### src/rtl/sys_array_input_skewer_pkg.sv
// Shared types and helpers for the systolic-array input feeder.
package sys_array_pkg;

  typedef enum logic [1:0] {
    IDLE,
    STREAM,
    FLUSH,
    DONE
  } feed_state_t;

  // Active column count: 0 means a single column, anything wider than the array saturates.
  function automatic logic [15:0] clamp_len(input logic [15:0] cfg, input logic [15:0] max);
    if (cfg == 16'd0) return 16'd1;
    if (cfg > max) return max;
    return cfg;
  endfunction

endpackage

### src/rtl/sys_array_input_skewer_skew_delay_line.sv
// Per-lane delay line behind the shared stage-0 register; DEPTH==0 is a wire.
module skew_delay_line #(
  parameter int DATA_WIDTH = 8,
  parameter int DEPTH      = 0
) (
  input  logic                  clk,
  input  logic                  reset,
  input  logic [DATA_WIDTH-1:0] data_i,
  output logic [DATA_WIDTH-1:0] data_o
);

  generate
    if (DEPTH == 0) begin : g_pass
      logic unused_clk_rst;
      assign unused_clk_rst = clk ^ reset;
      assign data_o = data_i;
    end else begin : g_shift
      logic [DATA_WIDTH-1:0] sr_q [DEPTH];

      always_ff @(posedge clk or posedge reset) begin
        if (reset) begin
          for (int i = 0; i < DEPTH; i++) sr_q[i] <= '0;
        end else begin
          sr_q[0] <= data_i;
          for (int i = 1; i < DEPTH; i++) sr_q[i] <= sr_q[i-1];
        end
      end

      assign data_o = sr_q[DEPTH-1];
    end
  endgenerate

endmodule

### src/rtl/sys_array_input_skewer.sv
// Feeds the systolic array: accepts vectors on valid/ready and drives them as a
// diagonal wavefront (lane j delayed j cycles), with zero bubbles and a flush tail.
module sys_array_input_skewer
  import sys_array_pkg::*;
#(
  parameter int DATA_WIDTH  = 8,
  parameter int ARRAY_MAX_L = 10
) (
  input  logic                                    clk,
  input  logic                                    reset,
  input  logic                                    weights_load,
  input  logic [15:0]                             cfg_len,
  input  logic                                    in_valid,
  output logic                                    in_ready,
  input  logic                                    in_last,
  input  logic [0:ARRAY_MAX_L-1][DATA_WIDTH-1:0]  in_data,
  output logic [0:ARRAY_MAX_L-1][DATA_WIDTH-1:0]  input_data,
  output logic                                    wave_valid,
  output logic                                    busy,
  output logic                                    done
);

  localparam int LEN_W = $clog2(ARRAY_MAX_L + 1);

  feed_state_t state_q;
  logic [LEN_W-1:0] len_q;
  logic [LEN_W-1:0] flush_cnt_q;
  logic [LEN_W-1:0] len_new;
  logic [LEN_W-1:0] len_eff;
  logic [0:ARRAY_MAX_L-1][DATA_WIDTH-1:0] s0_q;
  logic [0:ARRAY_MAX_L-1][DATA_WIDTH-1:0] s0_d;
  logic wave_valid_q;
  logic done_q;
  logic accept;

  // The first beat of a stream uses the live cfg_len; later beats use the latched length.
  assign len_new = LEN_W'(clamp_len(cfg_len, 16'(ARRAY_MAX_L)));
  assign len_eff = (state_q == IDLE) ? len_new : len_q;

  assign in_ready = !reset && !weights_load && ((state_q == IDLE) || (state_q == STREAM));
  assign accept   = in_valid && in_ready;

  always_comb begin
    s0_d = '0;
    if (accept) begin
      for (int j = 0; j < ARRAY_MAX_L; j++) begin
        if (j < int'(len_eff)) s0_d[j] = in_data[j];
      end
    end
  end

  // Stage 0: shared wavefront register, FSM and control flops
  always_ff @(posedge clk or posedge reset) begin
    if (reset) begin
      state_q      <= IDLE;
      len_q        <= LEN_W'(1);
      flush_cnt_q  <= '0;
      s0_q         <= '0;
      wave_valid_q <= 1'b0;
      done_q       <= 1'b0;
    end else begin
      s0_q         <= s0_d;
      wave_valid_q <= accept;
      done_q       <= 1'b0;
      case (state_q)
        IDLE, STREAM: begin
          if (accept) begin
            if (state_q == IDLE) len_q <= len_new;
            if (!in_last) begin
              state_q <= STREAM;
            end else if (len_eff == LEN_W'(1)) begin
              state_q <= DONE;
            end else begin
              state_q     <= FLUSH;
              flush_cnt_q <= len_eff - LEN_W'(1);
            end
          end
        end
        FLUSH: begin
          flush_cnt_q <= flush_cnt_q - LEN_W'(1);
          if (flush_cnt_q == LEN_W'(1)) state_q <= DONE;
        end
        DONE: begin
          state_q <= IDLE;
          done_q  <= 1'b1;
        end
        default: state_q <= IDLE;
      endcase
    end
  end

  assign wave_valid = wave_valid_q;
  assign done       = done_q;
  assign busy       = (state_q == STREAM) || (state_q == FLUSH) || (state_q == DONE);

  // Stages 1..L-1: lane j adds j more registers after stage 0
  generate
    for (genvar j = 0; j < ARRAY_MAX_L; j++) begin : g_lane
      skew_delay_line #(
        .DATA_WIDTH(DATA_WIDTH),
        .DEPTH     (j)
      ) u_delay (
        .clk   (clk),
        .reset (reset),
        .data_i(s0_q[j]),
        .data_o(input_data[j])
      );
    end
  endgenerate

endmodule

### config.mk
export PLATFORM = sky130hd
export DESIGN_NAME = sys_array_input_skewer
export DESIGN_NICKNAME = d
export VERILOG_FILES = /design/src/rtl/sys_array_input_skewer_pkg.sv /design/src/rtl/sys_array_input_skewer_skew_delay_line.sv /design/src/rtl/sys_array_input_skewer.sv
export SDC_FILE = /design/constraint.sdc
export NUM_CORES = 1
export LEC_CHECK = 0
export BUFFER_PORTS_ARGS = -buffer_cell sky130_fd_sc_hd__buf_2
export CELL_PAD_IN_SITES_DETAIL_PLACEMENT = 2
export CELL_PAD_IN_SITES_GLOBAL_PLACEMENT = 2
export CORE_MARGIN = 2
export CORE_UTILIZATION = 44
export CTS_CLUSTER_DIAMETER = 200
export CTS_CLUSTER_SIZE = 8
export DETAILED_ROUTE_END_ITERATION = 7
export GPL_ROUTABILITY_DRIVEN = 1
export PLACE_DENSITY = 0.81
export SETUP_SLACK_MARGIN = 0.5
export SYNTH_ARGS = -nofsm -noshare
export SYNTH_HDL_FRONTEND = slang
export SYNTH_SLANG_ARGS = --single-unit
### constraint.sdc
create_clock -name clk -period 21.8 [get_ports clk]
set_clock_uncertainty 0.15 [all_clocks]
set_input_delay 3.27 -clock clk [delete_from_list [all_inputs] [get_ports clk]]
set_output_delay 3.27 -clock clk [all_outputs]
set_load 0.02 [all_outputs]
==> flow_summary.yaml, run 1 <==
timing:
  min_period_ns: 7.28
  transition_time_at_the_pin_with_the_least_slew_margin_ns: 1.06
  totalNegativeSetupSlack_ns: 0
  finalCritPeriodShare_pct: 33.4
  slew_viol_final: 0
  max_clock_freq_mhz: 137
  setup_violations: 0
  hold_violations: 0
  max-slew-margin-rel_pct: 29.5
  whs_ns: 0.179
  setup_repair_after_global_routing_missed_its_margin: "false"
detailed_routing:
  detailedRoute.firstPassIterationCount: 4
  routed_via_density: 4.56
  detail-route-antenna-nets: 0
  drc: 0
  wl_per_cell_um: 20.4
  detail_route.wirelength_mm: 26.1
  first_iter_violations: 269
  vias: 5836
placement:
  routabilityCongestion: 0.704
  placed_cell_area_um2: 13900
  dp.final_hpwl_mm: 15.4
  io_buffers: 184
pwr:
  power.internal_uw: 1490
  design_power_total_uw: 1940
  seq_power_share_pct: 47.4
  clock_power_share_pct: 46.7
  power-per-cell-area_nw_per_um2: 123
  net_switching_uw: 451
  switching_share_pct: 23.2
  leakagePower_uw: 0.00851
  power.combinational.fraction_pct: 5.9
  vdd.ir_drop.worst_uv: 58.1
yosys:
  synthMostInstantiatedCell: "sky130_fd_sc_hd__dfrtp_1"
  count_of_different_cell_masters_after_synthesis: 46
  synth_seq_area_share_pct: 87.2
  synth.top_cells.by_area: "sky130_fd_sc_hd__dfrtp_1 (87%), sky130_fd_sc_hd__buf_4 (3.7%), sky130_fd_sc_hd__and2_1 (3.6%)"
  post_synth.cell_area_avg_um2: 18.6
  ys_warn_count: 0
  netlist_area_um2: 13000
  synth.cells.most_frequent: "sky130_fd_sc_hd__dfrtp_1 (451), sky130_fd_sc_hd__and2_1 (75), sky130_fd_sc_hd__buf_4 (64), sky130_fd_sc_hd__nor2_1 (12), sky130_fd_sc_hd__inv_1 (10)"
  synthesis.instances: 696
  synth_enable_flop_cells: 0
  synth_largest_area_cell: "sky130_fd_sc_hd__dfrtp_1"
  synth_async_sr_flop_share_pct: 100
  ys_seq_elements: 452
  yosysTopAreaCellShare_pct: 87.0
  syn_nets: 802
  synth_top_flop_cell: "sky130_fd_sc_hd__dfrtp_1"
clock_tree:
  cts_max_path_buffers: 3
  tritoncts_buffer_count: 66
  cts.clk_slew.worst_paths_ns: 0.05
  numClockSinks: 452
  htree_num_levels: 3
  total_of_hold_buffers_inserted_after_clock_tree_synthesis: 0
  cts_resized: 0
  cts_tree: "done"
  cts_root_buffer: "sky130_fd_sc_hd__clkbuf_16"
  cts_setup_buffers: 0
  clock_latency_ns: 0.56
run:
  max_cap_violations: 0
run_status:
  run_status: "finished, final reports clean"
grt:
  globalRouteMet1Util_pct: 18.5
  use_met3_pct: 4.33
  grt_start_max_net_pins: 201
  grt_antenna_before_repair: 1
  met2_resource_use_gr_pct: 34.4
  grt_pass1_wl_mm: 41.1
  globalRoute.busiestLayer: "met2"
  groute.usage.overall_pct: 17.9
  grt_pass1_vias: 7250
  overflow_left_after_global_routing: 0
setup_path:
  crit_path_top_delay_cell: "sky130_fd_sc_hd__nor3_1"
  critical_path_required_ns: 18.38
  worst-r2r-cell-count: 10
  crit_top_cell: "sky130_fd_sc_hd__buf_2"
  crit_path_max_fanout: 2
  worstPathCellList: "buf_2 -> nor3_1 -> buf_2"
  worstSetupEndpointType: "primary output"
  crit_arrival_ns: 3.86
  worst_path_largest_cell_delay_ns: 0.24
  setup.worst_path.class: "in2out"
  cp-start-kind: "input pin"
die:
  die_h_um: 176
  design.die.area_um2: 30900
  num_rows: 62
  io-pin-count: 185
  chipWidth_um: 176
  start_util_pct: 45.0
  fp.coreArea_um2: 28900
layout:
  post_route_cells_drive_above_1_share_pct: 30.8
  final_net_count: 990
  layout.cell_area.non_filler_um2: 15800
  area_growth_pct: 21.5
min_path:
  hp-class: "reg2reg"
  hold_depth: 0
==> registers in the layout, indices dropped and copies added, names as in the netlist <==
register and count:
g_lane.u_delay.g_shift.sr_q 288, s0_q 80, g_lane.u_delay.data_o 72, flush_cnt_q 4
len_q 4, state_q 2, done 1, wave_valid 1
==> through the flow <==
| stage | util [%] | cells | setup slack, ns |
|---|---|---|---|
| after floorplan | - | 696 | 5.78 |
| after CTS | 54.6 | 1278 | 14.52 |
| after detailed placement | 48.2 | 1200 | 14.52 |
| final | 54.6 | 1279 | 14.52 |
| after global routing | 54.6 | 1279 | 14.45 |
| after global placement | 48.2 | 1200 | 14.54 |
==> worst paths after layout <==
kind | from | endpoint | slack [ns]
setup / recovery | reset | in_ready | 14.52
hold / removal | g_lane[8].u_delay.g_shift.sr_q[60] | g_lane[8].u_delay.g_shift.sr_q[52] | 0.18
setup reg to reg | state_q[1] | flush_cnt_q[2] | 17.83
hold reg to reg | g_lane[8].u_delay.g_shift.sr_q[60] | g_lane[8].u_delay.g_shift.sr_q[52] | 0.18
max in group asynchronous | reset | g_lane[7].u_delay.data_o[6] | 16.53
min in group asynchronous | reset | s0_q[71] | 2.69
==> cell type report <==
cell class	count	area (um^2)
Antenna cell	1	2.50
Fill cell	2533	13100
Clock inverter	7	155
Timing Repair Buffer	187	956
Tap cell	384	480
Multi-Input combinational cell	167	1130
Inverter	10	45.0
Clock buffer	71	1690
Sequential cell	452	11300
==> layer usage <==
layer / vias up / routed length (um)
met3: 45 / 1340
met1: 3082 / 9090
met2: 192 / 15100
met4: 0 / 640
met5: - / 0
li1: 2517 / -
==> cell usage in the layout, fill, tap and decap left out, types with 2 or more instances in the layout <==
cell type                   count
sky130_fd_sc_hd__clkinv_8       4
sky130_fd_sc_hd__a31oi_1        3
sky130_fd_sc_hd__clkbuf_1       4
sky130_fd_sc_hd__inv_1          9
sky130_fd_sc_hd__a21o_1         2
sky130_fd_sc_hd__nor2_1        12
sky130_fd_sc_hd__o21ai_0        8
sky130_fd_sc_hd__nor3b_1        2
sky130_fd_sc_hd__and3_1         8
sky130_fd_sc_hd__a211oi_2       2
sky130_fd_sc_hd__nor2b_1        2
sky130_fd_sc_hd__clkbuf_16     67
sky130_fd_sc_hd__a21oi_1        2
sky130_fd_sc_hd__o221ai_1       2
sky130_fd_sc_hd__clkinv_16      2
sky130_fd_sc_hd__buf_4          2
sky130_fd_sc_hd__ha_1           5
sky130_fd_sc_hd__or4_1          3
sky130_fd_sc_hd__a21oi_2        4
sky130_fd_sc_hd__o22ai_1        2
sky130_fd_sc_hd__and2_1        75
sky130_fd_sc_hd__nand2b_1       3
sky130_fd_sc_hd__nand2_1        6
sky130_fd_sc_hd__nor3_1         2
sky130_fd_sc_hd__dfrtp_1      451
sky130_fd_sc_hd__nand3_1        3
sky130_fd_sc_hd__buf_2        184
==> power groups by stage <==
stage	logic, uW	registers (uW)	clock network, uW
floorplan	81.6	925	0
global placement	108	926	0
detailed placement	115	933	0
CTS	118	923	940
global route	129	927	972
finish	114	921	908
==> critical path, delay by kind of cell <==
family	cells	cell delay, ns
AND/OR/NAND/NOR	1	0.24
buffers and inverters	2	0.35
==> cells by family after synthesis <==
| logic type | after synthesis | share of synthesized area [%] |
|---|---|---|
| flops | 452 | 87.2 |
| simple gates | 122 | 5.72 |
| xor+xnor | 1 | 0.0675 |
| mux | 1 | 0.0771 |
| buf+inv | 77 | 4.14 |
| compound gates | 37 | 2.26 |
| fa+ha+maj | 6 | 0.559 |
No activity file was read; power rests on OpenSTA's default activity.
==> run 2: changes to the inputs <==
Settings changed: CORE_UTILIZATION 44 to 41, PLACE_DENSITY 0.81 to 0.76.
Clock period 21.8 ns to 7.6 ns, I/O delays scaled along.
==> run 2 against run 1 <==
Compared with the run above:
- register-to-register slack worse by 14 ns
- sequential share of layout area decreased by 0.068 points
- first-iteration DRC count down 11%
- non-clock buffer count stayed put
- largest power group unchanged
==> flow_summary.yaml, run 2 (same netlist as run 1, synthesis figures left out) <==
setup_path:
  crit_arrival_ns: 4.27
  rr_endpoint: "flush_cnt_q[2]"
  worst_path_largest_cell_delay_ns: 0.67
  worstPathCellList: "buf_2 -> or4_1 -> nor4_1 -> a22oi_1 -> inv_1 -> ha_1 -> nor3b_1 -> nor2b_1 -> a21boi_1 -> a32o_1"
  setup.worst_path.class: "in2reg"
  r2r-start: "state_q[1]"
  critical_path_required_ns: 7.89
  worstSetupEndpointType: "register"
  worst-r2r-cell-count: 10
  rrSetupSlack_ns: 3.92
  crit_path_top_delay_cell: "sky130_fd_sc_hd__nor4_1"
  crit_path_max_fanout: 6
  cp-start-kind: "input pin"
die:
  num_rows: 65
  design.die.area_um2: 33100
  die_h_um: 182
  io-pin-count: 185
  chipWidth_um: 182
  fp.coreArea_um2: 31400
  start_util_pct: 41.3
layout:
  most_common_library_cell_in_the_layout_ignoring_fill_and_taps: "sky130_fd_sc_hd__dfrtp_1"
  multiInputGateArea_um2: 1130
  fill_cells: 2803
  antenna-diode-count: 0
  layout.cells.most_common_list: "sky130_fd_sc_hd__dfrtp_1 (451), sky130_fd_sc_hd__buf_2 (184), sky130_fd_sc_hd__and2_1 (75)"
  final_net_count: 990
  largest_register_ff_count: 288
  area.sequential_um2: 11300
  finish.cell_count_without_fillers: 1297
  largest-register: "g_lane.u_delay.g_shift.sr_q"
  post_route_cells_drive_above_1_share_pct: 30.7
  area_growth_pct: 21.6
detailed_routing:
  routed_via_density: 4.45
  detailedRoute.firstPassIterationCount: 4
  drc: 0
  first_iter_violations: 240
  wl_per_cell_um: 18.6
  vias: 5776
  detail-route-antenna-nets: 0
  detail_route.wirelength_mm: 24.1
grt:
  grt_antenna_before_repair: 0
  groute.usage.overall_pct: 15.1
  grt_pass1_vias: 7019
  overflow_left_after_global_routing: 0
  grt_pass1_wl_mm: 37.9
  grt_start_max_net_pins: 196
clock_tree:
  cts_max_path_buffers: 3
  cts_resized: 0
  cts_root_buffer: "sky130_fd_sc_hd__clkbuf_16"
  numClockSinks: 452
  htree_num_levels: 3
  clock_latency_ns: 0.55
  total_of_hold_buffers_inserted_after_clock_tree_synthesis: 0
  cts_setup_buffers: 0
  cts.clk_slew.worst_paths_ns: 0.05
  tritoncts_buffer_count: 66
  cts_tree: "done"
pwr:
  power-per-cell-area_nw_per_um2: 351
  vdd.ir_drop.worst_uv: 318
  leakagePower_uw: 0.00851
  design_power_total_uw: 5550
placement:
  dpl_worst_slack_ns: 3.12
  io_buffers: 184
  dp.cells: 1218
  routabilityCongestion: 0.742
  dp.final_hpwl_mm: 15.1
timing:
  max_clock_freq_mhz: 251
  min_period_ns: 3.98
  slew_viol_final: 0
  totalNegativeSetupSlack_ns: 0
  hold_violations: 0
  max-slew-margin-rel_pct: 25.1
  transition_time_at_the_pin_with_the_least_slew_margin_ns: 1.12
  setup_violations: 0
  setup_repair_after_global_routing_missed_its_margin: "false"
  finalCritPeriodShare_pct: 52.4
  final_critical_path_setup_slack_ns: 3.62
run_status:
  run_status: "finished, final reports clean"
min_path:
  endpoint_worst_hold: "g_lane[5].u_delay.data_o[1]"
  hold_depth: 0
  hp-class: "reg2reg"
  hold_start: "g_lane[5].u_delay.g_shift.sr_q[9]"
run:
  max_cap_violations: 0
==> run 2: changes by cell type in the layout (fill, tap and decap cells not counted) <==
| cell | change |
|---|---|
| sky130_fd_sc_hd__clkbuf_1 | +1 |
| sky130_fd_sc_hd__diode_2 | -1 |
| sky130_fd_sc_hd__inv_16 | +3 |
| sky130_fd_sc_hd__clkinv_16 | -1 |
| sky130_fd_sc_hd__clkinvlp_4 | +1 |
| sky130_fd_sc_hd__inv_8 | -1 |
| sky130_fd_sc_hd__buf_4 | -1 |
| sky130_fd_sc_hd__clkinv_8 | -4 |
| sky130_fd_sc_hd__buf_12 | +1 |
| sky130_fd_sc_hd__inv_6 | +2 |
==> run 2: metal layers <==
metal | GRT usage (%) | vias to the layer above | routed length, um
met3 | 3.47 | 56 | 1110
met5 | 0 | - | 0
met4 | 6.19 | 0 | 640
met1 | 16.1 | 3029 | 8740
li1 | - | 2520 | -
met2 | 28.8 | 171 | 13600
==> run 2: how the worst max path moves through the flow <==
stage | cells past startpoint | startpoint | slack (ns) | end
floorplan | 1 | reset | 0.20 | done
global placement | 8 | cfg_len[7] | 3.28 | s0_q[71]
detailed placement | 10 | cfg_len[7] | 3.12 | flush_cnt_q[2]
CTS | 10 | cfg_len[7] | 3.69 | flush_cnt_q[2]
global route | 10 | cfg_len[7] | 3.38 | state_q[0]
finish | 10 | cfg_len[7] | 3.62 | flush_cnt_q[2]
==> run 2: metrics by stage <==
step	hold WS, ns	area [um^2]	util [%]
6_report	0.179	15800	50.3
2_1_floorplan	0.181	13000	-
3_3_place_gp	0.181	14000	44.4
5_1_grt	0.189	15800	50.3
3_5_place_dp	0.186	14000	44.4
4_1_cts	0.180	15800	50.3
==> run 2: layout make-up <==
class                           count  share of cell area, %
Sequential cell                   452                   71.7
Clock buffer                       72                   10.7
Multi-Input combinational cell    167                   7.13
Timing Repair Buffer              187                   6.14
Tap cell                          402                   3.19
Clock inverter                      7                  0.872
Inverter                           10                  0.262
==> run 2: critical path: cells and delay by family <==
family,cells,cell delay (ns)
compound gates,3,0.80
fa+ha+maj,1,0.17
buf+inv,2,0.27
simple gates,4,1.88
==> run 2: report_power, final <==
group	total (uW)	switching [uW]	internal, uW
clock network	2580	971	1610
registers	2640	70.5	2570
logic	325	219	105
==> run 3: changes to the inputs <==
Settings changed: ABC_AREA from default to 1, PLACE_DENSITY 0.76 to 0.77.
Clock period 7.6 ns to 3.9 ns, I/O delays scaled along.
==> run 3 against run 2 <==
Compared with the run above:
- clock-buffer cell count shrank 1
- wire length grew 8.3%
- sequential power grew 95%
- first-iteration DRC count shrank 1.7%
- register-to-register slack lost 2.3 ns
- synthesized area grew 2.4%
- hold slack lost 0.081 ns
- design area grew 2.1%
- power grew 100%
- critical path depth shrank 2
- critical path type unchanged
- critical endpoint is now s0_q[24]
==> flow_summary.yaml, run 3 <==
yosys:
  ys_warn_count: 0
  synth_largest_area_cell: "sky130_fd_sc_hd__dfrtp_1"
  synthesis.instances: 788
  synth_async_sr_flop_share_pct: 100
  syn_nets: 894
  post_synth.cell_area_avg_um2: 16.9
  synth.cells.most_frequent: "sky130_fd_sc_hd__dfrtp_1 (451), sky130_fd_sc_hd__nand2_1 (70), sky130_fd_sc_hd__buf_4 (64), sky130_fd_sc_hd__nor2_1 (55), sky130_fd_sc_hd__inv_1 (41)"
  synth_top_flop_cell: "sky130_fd_sc_hd__dfrtp_1"
  synthMostInstantiatedCell: "sky130_fd_sc_hd__dfrtp_1"
  yosysTopAreaCellShare_pct: 84.9
  netlist_area_um2: 13300
  count_of_different_cell_masters_after_synthesis: 36
  synth_enable_flop_cells: 0
  ys_seq_elements: 452
  synth_seq_area_share_pct: 85.1
  synth.top_cells.by_area: "sky130_fd_sc_hd__dfrtp_1 (85%), sky130_fd_sc_hd__buf_4 (3.6%), sky130_fd_sc_hd__nand2_1 (2.0%)"
layout:
  fill_cells: 2861
  post_route_cells_drive_above_1_share_pct: 32.4
  post_route_utilization_pct: 50.8
  most_common_library_cell_in_the_layout_ignoring_fill_and_taps: "sky130_fd_sc_hd__dfrtp_1"
  largest_register_ff_count: 288
  area.sequential_um2: 11300
  layout.cells.most_common_list: "sky130_fd_sc_hd__dfrtp_1 (451), sky130_fd_sc_hd__buf_2 (184), sky130_fd_sc_hd__nand2_1 (70)"
  multiInputGateArea_um2: 1260
  layout.cell_area.non_filler_um2: 16100
  area_growth_pct: 21.3
  largest-register: "g_lane.u_delay.g_shift.sr_q"
  final_net_count: 1081
clock_tree:
  clock_latency_ns: 0.55
  cts_max_path_buffers: 3
  cts_tree: "done"
  htree_num_levels: 3
  tritoncts_buffer_count: 66
  cts.clk_slew.worst_paths_ns: 0.05
  numClockSinks: 452
  cts_root_buffer: "sky130_fd_sc_hd__clkbuf_16"
die:
  design.die.area_um2: 33900
  chipWidth_um: 184
  die_h_um: 184
  num_rows: 65
  fp.coreArea_um2: 31700
  io-pin-count: 185
  start_util_pct: 41.9
setup_path:
  setup.worst_path.class: "in2reg"
  critical_path_required_ns: 4.22
  worst_path_largest_cell_delay_ns: 0.54
  crit_path_max_fanout: 27
  critical_path.top_delay_family: "buffers and inverters"
  worstSetupEndpointType: "register"
  crit_arrival_ns: 2.86
  worstPathBufferInverterCount: 4
  cp-start-kind: "input pin"
  worstPathCellList: "dlygate4sd3_1 -> buf_2 -> nor3_2 -> nand2_2 -> inv_2 -> buf_4 -> o211ai_4 -> nor2_1"
  crit_path_top_delay_cell: "sky130_fd_sc_hd__dlygate4sd3_1"
pwr:
  power-per-cell-area_nw_per_um2: 700
  leakagePower_uw: 0.00878
  switching_share_pct: 25.1
  power.internal_uw: 8450
  clock_power_share_pct: 44.9
  power.combinational.fraction_pct: 9.3
  seq_power_share_pct: 45.8
  vdd.ir_drop.worst_uv: 321
  net_switching_uw: 2830
run_status:
  run_status: "finished, final reports clean"
timing:
  setup_violations: 0
  finalCritPeriodShare_pct: 65.3
  transition_time_at_the_pin_with_the_least_slew_margin_ns: 0.909
  totalNegativeSetupSlack_ns: 0
  whs_ns: 0.0980
  slew_viol_final: 0
  max_clock_freq_mhz: 393
  setup_repair_after_global_routing_missed_its_margin: "false"
  max-slew-margin-rel_pct: 39.4
  hold_violations: 0
  min_period_ns: 2.55
grt:
  grt_pass1_wl_mm: 41.7
  overflow_left_after_global_routing: 0
  grt_antenna_before_repair: 2
  groute.usage.overall_pct: 16.5
  grt_pass1_vias: 7604
  grt_start_max_net_pins: 132
run:
  max_cap_violations: 0
detailed_routing:
  drc: 0
  vias: 6174
  first_iter_violations: 236
  wl_per_cell_um: 18.8
  detailedRoute.firstPassIterationCount: 4
  detail-route-antenna-nets: 0
  routed_via_density: 4.44
  detail_route.wirelength_mm: 26.1
placement:
  dp.final_hpwl_mm: 16.1
  placed_cell_area_um2: 14300
  routabilityCongestion: 0.788
  io_buffers: 184
min_path:
  hp-class: "in2reg"
## run 3: cell types whose count changed after synthesis, sizes merged, moves of 7 or more
cell / change
inv: +36
nand3: +11
nand2: +72
buf: +7
nor2: +64
and3: -8
and2: -75
nor3b: +14
## run 3: logic make-up after synthesis
| kind of cell | count (synthesis) | synth area share (%) |
|---|---|---|
| adders and majority gates | 5 | 0.471 |
| DFF | 452 | 85.1 |
| and+or+nand+nor | 191 | 7.86 |
| buffers and inverters | 118 | 5.40 |
| xor gates and xnor gates | 1 | 0.0659 |
| AOI/OAI and AO/OA | 21 | 1.07 |
## run 3: through the flow
step                      power, uW  setup slack, ns  instances
after CTS                     11500             1.31       1387
after global routing          11800             1.13       1389
after detailed placement       6300             1.24       1308
final                         11300             1.35       1389
after global placement         6220             1.36       1308
after floorplan                5990            -2.95        788
## run 3: worst reg2reg max path: stages, from the launching register on
cell                       delay, ns
sky130_fd_sc_hd__dfrtp_1        0.42
sky130_fd_sc_hd__inv_2          0.10
sky130_fd_sc_hd__nand2_4        0.14
sky130_fd_sc_hd__inv_1          0.09
sky130_fd_sc_hd__or2_0          0.20
sky130_fd_sc_hd__nand2_1        0.18
sky130_fd_sc_hd__inv_1          0.11
sky130_fd_sc_hd__ha_1           0.31
sky130_fd_sc_hd__o211ai_4       0.34
sky130_fd_sc_hd__nor2_1         0.10
## run 3: worst paths after layout
| kind | from | endpoint | slack [ns] | cells after the start |
|---|---|---|---|---|
| max in group asynchronous | reset | g_lane[6].u_delay.data_o[1] | 1.85 | 4 |
| setup reg to reg | state_q[1] | s0_q[24] | 1.61 | 9 |
| hold reg to reg | g_lane[4].u_delay.g_shift.sr_q[10] | g_lane[4].u_delay.data_o[2] | 0.19 | 0 |
| min in group asynchronous | reset | state_q[1] | 0.50 | 3 |
| hold / removal | in_data[18] | s0_q[18] | 0.1 | 3 |
| setup / recovery | reset | s0_q[24] | 1.35 | 8 |
## run 3: what timing repair did
action	CTS	global route
buffers inserted	0	0
gates resized for setup	0	0
hold buffers	1	0
endpoints found under the hold margin	10	0
## run 3: layout make-up
cell class / count / share of cell area [%]
repair buffers: 191 / 6.29
flip-flops and latches: 452 / 70.2
multi-input cells: 218 / 7.81
clock buffers: 71 / 10.5
diodes: 2 / 0.0310
clock inverters: 7 / 0.939
inverters: 46 / 1.14
well taps: 402 / 3.12
## run 3: per-layer routing
metal / up-vias / track usage (%) / part of all wire, %
met3: 62 / 4.32 / 4.7
met1: 3225 / 17.9 / 37
met5: - / 0 / 0
li1: 2714 / - / -
met2: 173 / 30.3 / 55
met4: 0 / 7.23 / 3.3
## run 3: power groups by stage
| stage | Clock [uW] | Combinational [uW] | Sequential (uW) |
|---|---|---|---|
| 2_1_floorplan | 0 | 788 | 5200 |
| 3_3_place_gp | 0 | 1030 | 5190 |
| 3_5_place_dp | 0 | 1070 | 5230 |
| 4_1_cts | 5250 | 1080 | 5170 |
| 5_1_grt | 5450 | 1180 | 5190 |
| 6_report | 5070 | 1050 | 5160 |
